**config.mk**
```make
export PLATFORM = sky130hd
export DESIGN_NAME = parallel_crc_engine
export DESIGN_NICKNAME = d
export VERILOG_FILES = /design/src/rtl/parallel_crc_engine.sv
export SDC_FILE = /design/constraint.sdc
export NUM_CORES = 1
export LEC_CHECK = 0
export ABC_AREA = 1
export CAP_MARGIN = 20
export CORE_ASPECT_RATIO = 1.75
export CORE_UTILIZATION = 30
export CTS_CLUSTER_DIAMETER = 30
export DETAILED_ROUTE_END_ITERATION = 8
export GPL_TIMING_DRIVEN = 0
export PLACE_DENSITY_LB_ADDON = 0.25
export SYNTH_ARGS = -nofsm -noshare
export SYNTH_HDL_FRONTEND = slang
export SYNTH_SLANG_ARGS = --single-unit
```
**constraint.sdc**
```tcl
create_clock -name clk -period 1.38 [get_ports clk]
set_input_delay 0.276 -clock clk [delete_from_list [all_inputs] [get_ports clk]]
set_output_delay 0.276 -clock clk [all_outputs]
set_load 0.01 [all_outputs]
```
**src/rtl/parallel_crc_engine.sv**
```systemverilog
// parallel_crc_engine: folds PAR message bits per beat into a CRC and holds the result until consumed.
// Optional crc_ok output (pre-XOR_OUT register is zero) is enabled by defining PARALLEL_CRC_CHECK_EN.
module parallel_crc_engine #(
    parameter int                CRC_W   = 8,
    parameter logic [CRC_W-1:0]  POLY    = 8'h07,
    parameter int                PAR     = 3,
    parameter logic [CRC_W-1:0]  INIT    = '0,
    parameter logic [CRC_W-1:0]  XOR_OUT = '0
) (
    input  logic                       clk,
    input  logic                       reset,
    input  logic                       in_valid,
    output logic                       in_ready,
    input  logic [PAR-1:0]             in_data,
    input  logic                       in_last,
    input  logic [$clog2(PAR+1)-1:0]   in_nvalid,
    output logic                       crc_valid,
    output logic [CRC_W-1:0]           crc_out,
    input  logic                       out_ready,
`ifdef PARALLEL_CRC_CHECK_EN
    output logic                       crc_ok,
`endif
    output logic                       busy
);
    typedef enum logic [1:0] {IDLE, ACCUM, DONE} state_e;
    state_e           state_q, state_d;
    logic [CRC_W-1:0] crc_q, crc_d, fold;
    logic             accept;
    int               n;
    assign accept    = in_valid & in_ready;
    assign in_ready  = reset & (state_q != DONE);
    assign crc_valid = state_q == DONE;
    assign busy      = state_q != IDLE;
    assign crc_out   = crc_valid ? crc_q ^ XOR_OUT : '0;
`ifdef PARALLEL_CRC_CHECK_EN
    assign crc_ok    = crc_valid && crc_q == '0;
`endif
    // Out-of-range nvalid on the last beat means a full beat.
    assign n = (in_last && in_nvalid != '0 && int'(in_nvalid) <= PAR) ? int'(in_nvalid) : PAR;
    always_comb begin
        fold = crc_q;
        for (int i = 0; i < PAR; i++)
            if (i < n)
                fold = {fold[CRC_W-2:0], 1'b0} ^ ((fold[CRC_W-1] ^ in_data[PAR-1-i]) ? POLY : '0);
    end
    always_comb begin
        state_d = state_q;
        crc_d   = crc_q;
        case (state_q)
            IDLE, ACCUM: if (accept) begin
                crc_d   = fold;
                state_d = in_last ? DONE : ACCUM;
            end
            DONE: if (out_ready) begin
                crc_d   = INIT;
                state_d = IDLE;
            end
            default: begin
                crc_d   = INIT;
                state_d = IDLE;
            end
        endcase
    end
    always_ff @(posedge clk or negedge reset) begin
        if (!reset) begin
            state_q <= IDLE;
            crc_q   <= INIT;
        end else begin
            state_q <= state_d;
            crc_q   <= crc_d;
        end
    end
endmodule

```
==> out/results.txt <==
status: finished with violations
failing checks: setup timing
core area: 2690 sq um
WP data arrival: 1220 ps
layout cell share with drive strength beyond 1: 34.9%
Crit path largest cell delay: 390 ps
CP Max Fanout: 10
Vert. Die Dim: 72.2 um
Starting Density: 31.4%
final hold viol count: 0
WS Path Type: flip-flop to output port
area of the multi-input gates: 536 sq um
Lkg Pwr: 0.000672 uW
Synth Cell Area: 845 sq um
RePlAce Congestion: 0.863
routed wire length per instance: 12.2 um
worst slew pin tran: 307 ps
worst skew pair latency: 240 ps
Pins Over Slew Limit: 0
post-layout minimum cycle time: 1490 ps
total grt overflow: 0
Worst path slowest cell: dfrtp_1
antenna-violating nets left: 0
final period utilization: 108%
Worst Setup SP: state_q[0]
Finished Cell Area: 1240 sq um
fmax: 0.670 GHz
maxcap violations: 0
Placed Instance Area: 1070 sq um
# DRC: 0
RR Endpoint: state_q[0]
DRT Pass-1 Iters: 4
Net count, final: 177
stages on the worst setup path: 6
Distinct cells, synth: 22
vias per cell: 4.98
most frequent CP cell: buf_6
Finished Core Util: 46.0%
placed insts: 178
endpoint type of the worst setup path: output port
Hold Path Class: input pin to asynchronous set/reset pin
flop2flop setup slack: -50 ps
yosys warns: 0
most common cell after layout, fill and taps aside: nand2_1
row count: 25
Root Buffer Master: clkbuf_8
initial antenna violation count: 0
die area: 3040 sq um
first-pass GRT wire length: 3.67 mm
end of the critical path: crc_out[6]
Place WS: -721 ps
cells after synthesis: 132
routed vias: 961
Top delay family on crit path: buffers and inverters
Clock transition at path regs: 50 ps
Final Non-Filler Cells: 193
Req. time, crit path: 1100 ps
RR Startpoint: state_q[0]
vias in the first global route: 883
Worst Reg-to-Reg Cells: 8
Total Neg Setup Slack: -968 ps
port bufs: 19
Die Width: 42.1 um
Fillers: 273
detailed placement HPWL: 1.76 mm
clock tree sinks: 10
Slew HR: 79.5%
Mean Syn Cell Area: 6.40 sq um
initial drt markers: 23
Setup WS post-layout: -112 ps
aggregate global-route resource usage: 15.8%
RSZ-0062 raised after global routing: yes
highest-count cells in the layout ignoring fill and taps: 39 x nand2_1, 17 x inv_1, 14 x nand3_1, 10 x dfrtp_1, 9 x buf_2
WP buf/inv: 4
CTS tree: built
Critical Path Source Type: flip-flop
PD cells: 1910 nW/um^2
H-tree levels: 1
syn nets: 142
Reg area: 250 sq um
FF+latch count, synth: 10
Max Buffers Root-to-Sink: 2
final setup vio count: 13
total CTS buffers: 3
ANT cells: 0
VDD IR-drop max: 1150 uV
io pins: 21
largest net degree at the start of global routing: 13
worst-path cell chain: buf_6 > nor2_4 > buf_6 > inv_8 > nor2_1 > buf_2
sequential share of the synthesized area: 29.6%
Worst Skew: 3.41 ps
Synth-to-Final Area Change: 46.5%
Routed WL: 2.36 mm
-- per-stage QoR --
step	hold WS (ps)	power [uW]
after global routing	32.1	2550
after global placement	467	1670
final	12.0	2360
after floorplan	-19.6	1320
after detailed placement	487	1700
after CTS	13.4	2230
-- kinds of logic (layout without fill, tap and decap cells) --
group / after synthesis / in the layout / share of synthesized area [%]
xor gates and xnor gates: 2 / 2 / 2.07
DFF: 10 / 10 / 29.6
buffers and inverters: 25 / 59 / 13.0
and+or+nand+nor: 78 / 78 / 42.5
AOI/OAI and AO/OA: 17 / 17 / 12.7
-- how the worst min path moves through the flow --
stage,end,slack (ps),cells after the start
after floorplan,crc_q[0],-20,0
after global placement,crc_q[2],470,2
after detailed placement,crc_q[2],490,2
after CTS,crc_q[1],10,1
after global routing,crc_q[4],30,1
final,crc_q[3],10,1
-- flip-flops by register name, summed over array words and instances, names as in the netlist --
signal   count
crc_q        8
state_q      2
-- power by group --
| part | internal, uW | switching, uW |
|---|---|---|
| Clock | 251 | 118 |
| Combinational | 627 | 826 |
| Sequential | 428 | 109 |
| Total | 1310 | 1050 |
-- cell type report --
class,instances,area share (%)
inverter,23,7.79
sequential,10,20.2
multi-input combinational,97,43.3
buffer,2,1.52
timing repair buffer,30,20.0
clock buffer,4,4.45
tap,27,2.73
-- Yosys cell counts --
cell	number	area (sq um)
a21oi_1	3	15.0
buf_4	1	7.51
buf_6	1	11.3
dfrtp_1	10	250
inv_1	19	71.3
inv_2	2	7.51
inv_4	2	12.5
nand2_1	42	158
nand2_2	4	25.0
nand3_1	15	75.1
nand3_2	2	20.0
nand4_1	4	25.0
nor2_1	9	33.8
nor2_4	2	22.5
o2111ai_1	1	8.76
o211ai_1	1	7.51
o21ai_0	3	15.0
o21ai_1	6	30.0
o21ai_2	1	8.76
o21ai_4	1	16.3
o22ai_1	1	6.26
xor2_1	2	17.5
-- layer usage --
layer,GRT usage (%),vias to the layer above,wire [um]
li1,-,490,-
met1,17.2,429,903
met2,28.0,31,1270
met3,1.99,11,94
met4,10.4,0,89
met5,0,-,0
-- what timing repair did --
action                                  CTS  global route
gates resized for setup                  56            16
hold buffers                              0             0
pin swaps                                 5             6
endpoints found under the setup margin   21            18
setup buffers                             7             4
No activity file was read; power rests on OpenSTA's default activity.
